File: src/rtl/uart_tx_arbiter.sv
// Round-robin arbiter sharing one UART transmitter between NUM_REQ byte producers.
// Holds each grant until tx_done or a watchdog abort, then rotates priority.
module uart_tx_arbiter #(
  parameter int NUM_REQ    = 4,
  parameter int DATA_WIDTH = 8,
  parameter int TIMEOUT    = 60000
) (
  input  logic                          i_clock,
  input  logic                          i_reset,
  input  logic [NUM_REQ-1:0]            i_req,
  input  logic [NUM_REQ*DATA_WIDTH-1:0] i_req_data,
  output logic [NUM_REQ-1:0]            o_ack,
  output logic [NUM_REQ-1:0]            o_done,
  output logic                          o_tx_start,
  output logic [DATA_WIDTH-1:0]         o_tx_data,
  input  logic                          i_tx_done,
  output logic                          o_busy,
  output logic                          o_timeout_err
);

  localparam int IW = $clog2(NUM_REQ);
  localparam int CW = $clog2(TIMEOUT + 1);
  localparam logic [IW:0]   NR   = (IW+1)'(NUM_REQ);
  localparam logic [IW-1:0] LAST = IW'(NUM_REQ - 1);
  localparam logic [CW-1:0] TMAX = CW'(TIMEOUT);

  typedef enum logic {S_IDLE, S_WAIT} state_t;

  state_t                  r_state, w_state;
  logic [IW-1:0]           r_grant, w_grant;
  logic [IW-1:0]           r_ptr, w_ptr;
  logic [CW-1:0]           r_cnt, w_cnt;
  logic [DATA_WIDTH-1:0]   r_data, w_data;
  logic [NUM_REQ-1:0]      r_ack, w_ack;
  logic [NUM_REQ-1:0]      r_done, w_done;
  logic                    r_start, w_start;
  logic                    r_terr, w_terr;

  logic [IW:0]             w_k;
  logic                    w_found;
  logic [IW-1:0]           w_sel;
  logic [DATA_WIDTH-1:0]   w_sel_data;
  logic [IW-1:0]           w_ptr_nxt;
  logic [NUM_REQ-1:0]      w_gmask;

  // Scan requesters starting at ptr, wrapping at NUM_REQ.
  always_comb begin
    w_found    = 1'b0;
    w_sel      = '0;
    w_sel_data = '0;
    w_k        = '0;
    for (int j = 0; j < NUM_REQ; j++) begin
      w_k = {1'b0, r_ptr} + (IW+1)'(j);
      if (w_k >= NR) w_k = w_k - NR;
      if (!w_found && i_req[w_k[IW-1:0]]) begin
        w_found    = 1'b1;
        w_sel      = w_k[IW-1:0];
        w_sel_data = i_req_data[w_k[IW-1:0]*DATA_WIDTH +: DATA_WIDTH];
      end
    end
  end

  assign w_ptr_nxt = (r_grant == LAST) ? '0 : r_grant + 1'b1;
  assign w_gmask   = NUM_REQ'(1) << r_grant;

  always_comb begin
    w_state = r_state;
    w_grant = r_grant;
    w_ptr   = r_ptr;
    w_cnt   = r_cnt;
    w_data  = r_data;
    w_ack   = '0;
    w_done  = '0;
    w_start = 1'b0;
    w_terr  = r_terr;
    unique case (r_state)
      S_IDLE: begin
        if (w_found) begin
          w_grant = w_sel;
          w_data  = w_sel_data;
          w_cnt   = '0;
          w_ack   = NUM_REQ'(1) << w_sel;
          w_start = 1'b1;
          w_state = S_WAIT;
        end
      end
      S_WAIT: begin
        // tx_done outranks the watchdog when both land together
        if (r_cnt != '0 && i_tx_done) begin
          w_done  = w_gmask;
          w_ptr   = w_ptr_nxt;
          w_state = S_IDLE;
        end else if (r_cnt == TMAX) begin
          w_terr  = 1'b1;
          w_done  = w_gmask;
          w_ptr   = w_ptr_nxt;
          w_state = S_IDLE;
        end else begin
          w_cnt = r_cnt + 1'b1;
        end
      end
      default: w_state = S_IDLE;
    endcase
  end

  always_ff @(posedge i_clock or posedge i_reset) begin
    if (i_reset) begin
      r_state <= S_IDLE;
      r_grant <= '0;
      r_ptr   <= '0;
      r_cnt   <= '0;
      r_data  <= '0;
      r_ack   <= '0;
      r_done  <= '0;
      r_start <= 1'b0;
      r_terr  <= 1'b0;
    end else begin
      r_state <= w_state;
      r_grant <= w_grant;
      r_ptr   <= w_ptr;
      r_cnt   <= w_cnt;
      r_data  <= w_data;
      r_ack   <= w_ack;
      r_done  <= w_done;
      r_start <= w_start;
      r_terr  <= w_terr;
    end
  end

  assign o_ack         = r_ack;
  assign o_done        = r_done;
  assign o_tx_start    = r_start;
  assign o_tx_data     = r_data;
  assign o_busy        = (r_state == S_WAIT);
  assign o_timeout_err = r_terr;

endmodule

File: config.mk
export PLATFORM = sky130hd
export DESIGN_NAME = uart_tx_arbiter
export DESIGN_NICKNAME = d
export VERILOG_FILES = /design/src/rtl/uart_tx_arbiter.sv
export SDC_FILE = /design/constraint.sdc
export NUM_CORES = 1
export LEC_CHECK = 0
export CAP_MARGIN = 30
export CORE_UTILIZATION = 55
export DETAILED_ROUTE_END_ITERATION = 10
export PLACE_DENSITY = 0.84
export SYNTH_ARGS = -nofsm -noshare
export SYNTH_HDL_FRONTEND = slang
export SYNTH_SLANG_ARGS = --single-unit
File: constraint.sdc
create_clock -name i_clock -period 5.5 [get_ports i_clock]
set_input_delay 1.1 -clock i_clock [delete_from_list [all_inputs] [get_ports i_clock]]
set_output_delay 1.1 -clock i_clock [all_outputs]
set_load 0.005 [all_outputs]
==> metrics.md, run 1 <==
| Metric | Value |
|---|---|
| Status | complete, no violations |
| Critical Path Slowest Stage Cell | nor2_1 |
| Final count of hold timing violations | 0 |
| Actual slew at the worst max-slew pin | 966.7 ps |
| Clk sinks | 39 |
| Starting Density | 57.51% |
| Asr flop ratio synth | 100.0% |
| Internal Power | 0.0009462 W |
| Vias in the first global route | 2790 |
| Number of DRC markers in iteration 0 | 121 |
| Global-route wire length before repair | 12.98 mm |
| Relative slew slack | 35.32% |
| Synthesized flop and latch total | 39 |
| Cts hold-fix bufs | 0 |
| Initial antenna violation count | 0 |
| Grt ovf | 0 |
| Sw power | 0.0006560 W |
| CTS tree | built |
| Layout area overhead | 22.44% |
| Endpoints failing setup | 0 |
| Most frequent cells after synthesis | dfrtp_1 (39), a21oi_1 (19), nand2_1 (19), clkbuf_1 (18), mux2i_1 (18) |
| Peak supply drop | 0.3011 mV |
| Crit path DAT | 3680 ps |
| Post-route DRC | 0 |
| CP endpoint kind | flop |
| Final Max Tran Viols | 0 |
| Die Wd | 78.35 µm |
| Top cell by count, worst path | nor2_1 |
| Final Cycle Share | 64.21% |
| Vias per cell | 6.763 |
| Finished Core Util | 70.42% |
| Sw Share | 40.94% |
| DR WL/cell | 17.26 µm |
| Die area | 0.006138 mm² |
| Area of the mapped netlist | 0.003206 mm² |
| Cells along the critical path | clkdlybuf4s50_1 > nor2_1 > a21o_1 > inv_1 > nor2_1 > a31oi_1 |
| Max Cap Viol | 0 |
| CTS HTree Levels | 2 |
| Ports | 58 |
| Final wirelength | 7.800 mm |
| Max Clock Skew | 4.689 ps |
| Combinational share of power | 60.7% |
| GR Util All Layers | 26.74% |
| Post-DRT Antenna Nets | 0 |
| Top_reg_cell synth | dfrtp_1 |
| Post-CTS setup repair buffer count | 0 |
| Synthesized instance count | 335 |
| Delay-heaviest family, CP | simple AND/OR/NAND/NOR gates |
| Yosys cell types | 57 |
| IO buf count | 57 |
| Detailed Routing Iterations Pass 1 | 4 |
| Kind of critical path | input port to flop |
| Most frequent cell after synthesis | dfrtp_1 |
| Via count | 3057 |
| Placer Congestion | 0.8246 |
| Chip Height | 78.35 µm |
| Sequential share of the synthesized area | 30.44% |
| Post-synth EDFFs | 0 |
| Final Critical Period | 3531 ps |
| Synth Net Count | 380 |
| Clk root buf | clkbuf_8 |
| Clock Pin Slew Worst Setup and Hold Paths | 70 ps |
| ANT cells | 0 |
| CP required | 5650 ps |
| Largest fanout on the critical path | 16 |
| Clock Power Share | 13.0% |
| Area contributors post-synth | dfrtp_1 (30%), mux4_2 (11%), mux2i_1 (5.6%) |
| Layout net count | 424 |
| P_leak | 1.512 nW |
| PwrDens | 408.2 mW/mm² |
| Synthesized area per cell | 9.569 µm² |
| Core ar. | 0.005574 mm² |
| Rows | 27 |
| CTS max path bufs | 2 |
| Share of the synthesized area in the top cell type | 30.44% |
| Post_cts resized | 0 |
| Filler instances | 445 |
| Fmax | 283.2 MHz |
| RSZ-0062 raised after global routing | false |
| TNS Setup | 0 ps |
| Worst Hold Class | flop to flop |
| Post-synth top area cell | dfrtp_1 |
| Detailed Place HPWL | 5.680 mm |
| TritonCTS Buffers | 5 |
| Largest net degree at the start of global routing | 55 |
| Syn. warnings | 0 |
| Critical path buffers and inverters | 2 |
| Sequential power share | 26.3% |
| Clk_lat worst skew | 290 ps |
| Share of cells above drive strength 1 | 13.42% |
| CP peak stage delay | 830 ps |
| Startpoint types | input port |
logic make-up (layout without fill, tap and decap cells):
logic type / Yosys count / in the layout / synth area share, %
simple gates: 109 / 109 / 19.91
compound gates: 95 / 95 / 21.94
mux: 45 / 45 / 20.37
buf+inv: 41 / 86 / 4.996
flops: 39 / 39 / 30.45
fa+ha+maj: 6 / 6 / 2.342
sequential cells by signal, indices dropped and copies added, names as in the netlist:
signal,count
o_busy,1
r_ptr,2
o_tx_data,8
o_timeout_err,1
r_cnt,16
o_tx_start,1
r_grant,2
o_done,4
o_ack,4
placed cells by master (no fill, tap or decap), types with 7 or more instances in the layout:
cell,count
nand2_1,19
nand3_1,16
a211oi_1,7
mux2i_1,18
clkbuf_8,7
dfrtp_1,38
nor2_1,15
a21oi_1,19
inv_1,13
mux2_2,12
a31oi_1,7
o211ai_1,17
mux4_2,15
and2_0,7
a2111oi_0,7
a22o_1,7
buf_4,7
clkdlybuf4s50_1,57
worst paths after layout:
kind,to,cells after the start,from,slack [ps]
worst min-delay path,o_timeout_err,1,o_timeout_err,480
worst max-delay path,o_tx_data[1],6,i_req[0],1970
worst min register to register,o_timeout_err,1,o_timeout_err,480
worst max register to register,r_cnt[15],6,r_cnt[0],2830
min in group asynchronous,o_done[1],3,i_reset,1230
max in group asynchronous,r_ptr[0],3,i_reset,3930
power groups by stage:
stage / Sequential (W) / Combinational [W] / Clock (W)
2_1_floorplan: 0.000418 / 0.000685 / 0
5_1_grt: 0.000429 / 0.00106 / 0.000226
3_3_place_gp: 0.000425 / 0.000919 / 0
6_report: 0.000421 / 0.000973 / 0.000208
3_5_place_dp: 0.000428 / 0.000957 / 0
4_1_cts: 0.000422 / 0.000963 / 0.000211
routing by layer:
layer  vias up  GRT usage, %  routed length (µm)
met5         -             0                   0
met4         0         12.59                 147
met3        14         3.488                 532
met2       151         44.74                3776
met1      1488         34.31                3343
li1       1404             -                   -
through the flow:
step	hold WS [ps]	area, µm²	instances	power, W	setup slack (ps)
global route	492.8	3925	452	0.001716	1715
detailed placement	462.4	3825	444	0.001385	1748
floorplan	466.3	3206	335	0.001103	2732
global placement	453.4	3800	441	0.001343	1840
CTS	478.8	3925	452	0.001595	2039
finish	477.9	3925	452	0.001602	1969
cell type report:
cell class / instances / area, µm² / share of cell area (%)
clock buffers: 8 / 100.1 / 2.550
repair buffers: 65 / 633.1 / 16.13
well taps: 72 / 90.09 / 2.295
inverters: 13 / 48.80 / 1.243
flip-flops and latches: 39 / 977.2 / 24.90
multi-input cells: 255 / 2076 / 52.88
(Power assumes the default switching activity.)
==> run 2: changes to the inputs <==
CORE_UTILIZATION = 54   (was 55)
PLACE_DENSITY = 0.83   (was 0.84)
clock period = 3.53 ns   (was 5.5 ns; I/O delays follow)
==> run 2 against run 1 <==
Clock skew decreased by 0.76 ps. Die area rose by 1.8%. First-iteration DRC count grew 41%.
==> metrics.md, run 2 (synthesis results as in run 1) <==
| Metric | Value |
|---|---|
| Largest net degree at the start of global routing | 40 (-27%) |
| Most common cell after layout, fill and taps aside | clkdlybuf4s50_1 |
| Layout area overhead | 23.85% |
| Post_cts resized | 0 (unchanged) |
| Actual slew at the worst max-slew pin | 685.1 ps (-281.6 ps) |
| Detailed Routing Iterations Pass 1 | 4 (unchanged) |
| Final wirelength | 7.776 mm (-0.31%) |
| Top cell by count, worst path | or4b_4 |
| Fmax | 371.8 MHz |
| Endpoints failing setup | 0 (unchanged) |
| DR WL/cell | 17.05 µm (-1.2%) |
| Hold path start | o_timeout_err |
| Relative slew slack | 53.73% (+18 points) |
| Rows | 27 (unchanged) |
| Post-route DRC | 0 (unchanged) |
| Share of cells above drive strength 1 | 14.58% (+1.2 points) |
| Chip Height | 79.05 µm (+0.89%) |
| Largest fanout on the critical path | 19 (+3) |
| CP endpoint kind | flop |
| Worst Hold Endpoint | o_timeout_err |
| TNS Setup | 0 ps (unchanged) |
| CP required | 3710 ps (-1940 ps) |
| Status | complete, no violations |
| Global-route wire length before repair | 13.33 mm (+2.7%) |
| Detailed Place HPWL | 5.960 mm (+4.9%) |
| Placer Congestion | 0.8550 (+3.7%) |
| Worst Hold Class | flop to flop |
| Delay-heaviest family, CP | simple AND/OR/NAND/NOR gates |
| Vias in the first global route | 2855 (+2.3%) |
| Commonest non-fill, non-tap cells in the layout | clkdlybuf4s50_1 (57), dfrtp_1 (38), nand2_1 (19), a21oi_1 (19), mux2i_1 (18) |
| ANT cells | 0 (unchanged) |
| Critical Path Slowest Stage Cell | o41a_1 |
| Layout net count | 428 (+0.94%) |
| Clk_lat worst skew | 290 ps (about the same) |
| PwrDens | 645.8 mW/mm² (+58%) |
| Final Max Tran Viols | 0 (unchanged) |
| CTS HTree Levels | 2 (unchanged) |
| Number of DRC markers in iteration 0 | 171 (+41%) |
| Max Cap Viol | 0 (unchanged) |
| P_leak | 1.542 nW (+2.0%) |
| Clock Pin Slew Worst Setup and Hold Paths | 70 ps (about the same) |
| Peak supply drop | 0.3313 mV (+10%) |
| Worst r2r src | r_cnt[0] |
| Core ar. | 0.005608 mm² (+0.61%) |
| M3 GR Usage | 2.644% (-0.84 points) |
| Final count of hold timing violations | 0 (unchanged) |
| Startpoint types | flop |
| CP peak stage delay | 690 ps (-140 ps) |
| Max Clock Skew | 3.929 ps (-0.7604 ps) |
| CTS max path bufs | 2 (unchanged) |
| Die Wd | 79.05 µm (+0.89%) |
| CTS tree | built |
| RSZ-0062 raised after global routing | false |
| Final Critical Period | 2690 ps |
| FF-to-FF End | r_cnt[15] |
| Worst hold stages | 1 (unchanged) |
| Largest Register | r_cnt |
| WHS | 484.0 ps (+6.061 ps) |
| IO buf count | 57 (unchanged) |
| Ports | 58 (unchanged) |
| Via count | 3011 (-1.5%) |
| Die area | 0.006248 mm² (+1.8%) |
| Starting Density | 57.16% (-0.35 points) |
| Crit path DAT | 2870 ps (-810 ps) |
| Met1 GRT Util | 35.24% (+0.92 points) |
| Final Cycle Share | 76.20% |
| GR Util All Layers | 26.87% (+0.13 points) |
| Cells on worst reg2reg path | 6 (unchanged) |
| Post-CTS setup repair buffer count | 0 (unchanged) |
| Kind of critical path | flop to flop |
| R2R Setup Slk | 840 ps (-1990 ps) |
| Clk sinks | 39 (unchanged) |
| Vias per cell | 6.603 (-2.4%) |
| Cells along the critical path | inv_1 > ha_1 > or4b_4 > o41a_1 > or4b_4 > mux2i_1 |
| Gr busiest metal | met2 |
| Post-DRT Antenna Nets | 0 (unchanged) |
| Initial antenna violation count | 0 (unchanged) |
| Cts hold-fix bufs | 0 (unchanged) |
| Grt ovf | 0 (unchanged) |
| M2 GR Usage | 46.72% (+2.0 points) |
| TritonCTS Buffers | 5 (unchanged) |
| Clk root buf | clkbuf_8 |
| Critical path buffers and inverters | 1 (-1) |
| Max reg flops | 16 (unchanged) |
run 2: cell count changes in the layout (fill, tap and decap cells not counted), sizes merged:
cell / change
bufinv: +1
clkinv: +1
clkbuf: -2
buf: +5
clkdlybuf4s18: -1
run 2: area by class of cell:
type	instances	area (µm²)
flip-flops and latches	39	977.2
fillers	431	1638
clock buffers	6	82.58
multi-input cells	255	2076
repair buffers	69	660.6
inverters	13	48.80
clock inverters	2	35.03
well taps	72	90.09
run 2: worst max path at each step:
stage | from | to | slack, ps | depth (start not counted)
2_1_floorplan | r_cnt[0] | r_cnt[13] | 1150 | 8
3_3_place_gp | i_req[0] | o_ack[1] | 770 | 7
3_5_place_dp | i_req[0] | o_tx_data[1] | 660 | 5
4_1_cts | r_cnt[0] | r_cnt[15] | 850 | 6
5_1_grt | r_cnt[0] | r_cnt[8] | 730 | 6
6_report | r_cnt[0] | r_cnt[15] | 840 | 6
run 2: worst register-to-register path: cells and delay by family, from the launching register on:
kind	cells	cell delay [ps]
buffers and inverters	1	70
DFF	1	430
adders and majority gates	1	150
and+or+nand+nor	2	1110
AOI/OAI and AO/OA	1	700
muxes	1	130
run 2: power by group:
part	internal, W	total (W)	leakage [nW]	switching, W
Combinational	0.000748	0.00145	0.980	0.000703
Sequential	0.000565	0.000731	0.501	0.000165
Clock	0.000229	0.000383	0.0612	0.000154
run 2: through the flow:
step | total power, W | cells | worst slack, ps | instance area [µm²] | util, %
2_1_floorplan | 0.001719 | 335 | 1152 | 3206 | -
3_3_place_gp | 0.002128 | 448 | 772.4 | 3852 | 68.70
3_5_place_dp | 0.002178 | 448 | 655.3 | 3852 | 68.70
4_1_cts | 0.002559 | 456 | 847.7 | 3970 | 70.79
5_1_grt | 0.002746 | 456 | 732.1 | 3970 | 70.79
6_report | 0.002564 | 456 | 840.1 | 3970 | 70.79
run 2: layer usage:
layer  vias up  share of wire, %
met4         0               1.0
met2       125                49
met1      1460                45
met3         9               5.2
li1       1417                 -
met5         -                 0
==> run 3: changes to the inputs <==
CORE_UTILIZATION = 48   (was 54)
PLACE_DENSITY = 0.78   (was 0.83)
clock period = 2.2 ns   (was 3.53 ns; I/O delays follow)
==> run 3 against run 2 <==
The run now ends with negative setup slack left. Die area up 12%. Power up 84%. Non-clock buffer count up 66. Core utilization up 2.3 points. Global-route usage up 0.071 points. Clock-buffer cell count down 1. Hold slack worse by 16 ps. Clock skew down 1.9 ps. Flip-flop and latch count unchanged. Final cell count up 16%. Setup slack worse by 910 ps.
==> metrics.md, run 3 (synthesis results as in run 1) <==
| Metric | Value |
|---|---|
| Sw Share | 40.51% (+0.65 points) |
| Max reg flops | 16 (unchanged) |
| GR Util All Layers | 26.94% (+0.071 points) |
| Actual slew at the worst max-slew pin | 458.1 ps (-227.0 ps) |
| Clock Pin Slew Worst Setup and Hold Paths | 70 ps (about the same) |
| Clock Power Share | 12.6% (-2.3 points) |
| Status | finished with violations |
| Internal Power | 0.002810 W (+82%) |
| Chip Height | 83.72 µm (+5.9%) |
| Sequential power share | 23.1% (-5.4 points) |
| Max Cap Viol | 0 (unchanged) |
| Starting Density | 50.20% (-7.0 points) |
| Final Critical Period | 2267 ps (-422.5 ps) |
| Peak supply drop | 0.9237 mV (+180%) |
| Violated checks | negative setup slack |
| CTS HTree Levels | 2 (unchanged) |
| IO buf count | 57 (unchanged) |
| Via count | 3391 (+13%) |
| TNS Setup | -325.2 ps (-325.2 ps) |
| Detailed Routing Iterations Pass 1 | 4 (unchanged) |
| CP required | 2390 ps (-1320 ps) |
| Worst Hold Class | flop to flop |
| Final wirelength | 9.463 mm (+22%) |
| Worst Hold Endpoint | o_timeout_err |
| Die area | 0.007009 mm² (+12%) |
| Final Max Tran Viols | 0 (unchanged) |
| Detailed Place HPWL | 7.082 mm (+19%) |
| FF-to-FF End | r_cnt[15] |
| Placer Congestion | 0.9168 (+7.2%) |
| CTS tree | built |
| Clk root buf | clkbuf_8 |
| TritonCTS Buffers | 5 (unchanged) |
| Cells along the critical path | inv_1 > ha_1 > or4b_4 > o41a_1 > or4b_4 > mux2i_1 |
| CP peak stage delay | 560 ps (-130 ps) |
| Largest net degree at the start of global routing | 40 (unchanged) |
| Share of cells above drive strength 1 | 31.49% (+17 points) |
| Critical path buffers and inverters | 1 (unchanged) |
| Relative slew slack | 68.67% (+15 points) |
| Worst r2r src | r_cnt[1] |
| Cells on worst reg2reg path | 6 (unchanged) |
| Startpoint types | flop |
| Endpoints failing setup | 11 (+11) |
| Sw power | 0.001913 W (+87%) |
| Vias per cell | 6.422 (-2.7%) |
| Clk sinks | 39 (unchanged) |
| Pre-CTS WS | -267.3 ps (-922.6 ps) |
| Worst hold stages | 1 (unchanged) |
| Commonest non-fill, non-tap cells in the layout | buf_4 (74), clkdlybuf4s50_1 (57), dfrtp_1 (38) |
| Largest fanout on the critical path | 5 (-14) |
| Largest Register | r_cnt |
| ANT cells | 0 (unchanged) |
| WHS | 468.1 ps (-15.86 ps) |
| Most common cell after layout, fill and taps aside | buf_4 |
| Clk_lat worst skew | 300 ps (about the same) |
| Rows | 29 (+7.4%) |
| CTS max path bufs | 2 (unchanged) |
| Post-route DRC | 0 (unchanged) |
| Global-route wire length before repair | 15.55 mm (+17%) |
| Hold path start | o_timeout_err |
| R2R Setup Slk | -70 ps (-910 ps) |
| Delay-heaviest family, CP | simple AND/OR/NAND/NOR gates |
| Cts hold-fix bufs | 0 (unchanged) |
| Core ar. | 0.006386 mm² (+14%) |
| Final Worst Setup Slack | -67.42 ps (-907.5 ps) |
| Vias in the first global route | 3329 (+17%) |
| Layout net count | 495 (+16%) |
| P_leak | 1.906 nW (+24%) |
| RSZ-0062 raised after global routing | true |
| Ports | 58 (unchanged) |
| Top cell by count, worst path | or4b_4 |
| Critical Path Slowest Stage Cell | or4b_4 |
| Final Cycle Share | 103.1% (+27 points) |
| Die Wd | 83.72 µm (+5.9%) |
| Max Clock Skew | 2.055 ps (-1.874 ps) |
| Post-DRT Antenna Nets | 0 (unchanged) |
| PwrDens | 1012 mW/mm² (+57%) |
| DR WL/cell | 17.92 µm (+5.1%) |
| Combinational share of power | 64.3% (+7.7 points) |
| Initial antenna violation count | 0 (unchanged) |
| Layout area overhead | 45.55% |
| Final count of hold timing violations | 0 (unchanged) |
| Fmax | 441.0 MHz (+19%) |
| Kind of critical path | flop to flop |
| Grt ovf | 0 (unchanged) |
| CP endpoint kind | flop |
| Crit path DAT | 2450 ps (-420 ps) |
| Number of DRC markers in iteration 0 | 236 (+38%) |
run 3: per-layer routing:
layer  track usage (%)  share of wire (%)  vias to the layer above
met2             49.30                 52                      154
li1                  -                  -                     1559
met4             8.629                1.9                        0
met3             2.473                5.3                       23
met1             33.31                 41                     1655
met5                 0                  0                        -
run 3: how the worst max path moves through the flow:
stage,from,endpoint,slack [ps],cells after the start
2_1_floorplan,r_cnt[0],r_cnt[15],-60,7
3_3_place_gp,i_req[1],o_tx_data[0],-90,5
3_5_place_dp,i_req[1],o_tx_data[1],-270,5
4_1_cts,r_cnt[1],r_cnt[15],-50,6
5_1_grt,r_cnt[1],r_cnt[15],-140,6
6_report,r_cnt[1],r_cnt[15],-70,6
run 3: power by group through the flow:
stage | logic [W] | clock network [W] | registers [W]
2_1_floorplan | 0.00173 | 0 | 0.00105
3_3_place_gp | 0.00268 | 0 | 0.00109
3_5_place_dp | 0.00278 | 0 | 0.00110
4_1_cts | 0.00288 | 0.000602 | 0.00109
5_1_grt | 0.00327 | 0.000639 | 0.00111
6_report | 0.00304 | 0.000596 | 0.00109
run 3: what timing repair did:
action | in CTS | in global routing
setup buffers | 2 | 2
pin swaps | 2 | 5
gates cloned | 1 | 0
setup endpoints to repair | 15 | 21
gates resized for setup | 13 | 16
run 3: area by class of cell:
cell class | instances | area, µm²
multi-input combinational | 256 | 2242
inverter | 13 | 48.80
clock inverter | 3 | 43.79
clock buffer | 5 | 68.82
timing repair buffer | 135 | 1189
tap | 77 | 96.34
fill | 450 | 1720
sequential | 39 | 977.2
run 3: stage by stage:
| step | area, µm² | std cells | power [W] | utilization [%] |
|---|---|---|---|---|
| after floorplan | 3219 | 335 | 0.002778 | - |
| after global routing | 4666 | 528 | 0.005020 | 73.06 |
| after detailed placement | 4355 | 515 | 0.003883 | 68.20 |
| after CTS | 4572 | 526 | 0.004572 | 71.59 |
| final | 4666 | 528 | 0.004723 | 73.06 |
| after global placement | 4355 | 515 | 0.003774 | 68.20 |
run 3: worst register-to-register path: stages (launching register included):
cell,delay (ps)
dfrtp_1,380
inv_1,60
ha_1,130
or4b_4,470
o41a_1,420
or4b_4,560
mux2i_1,130
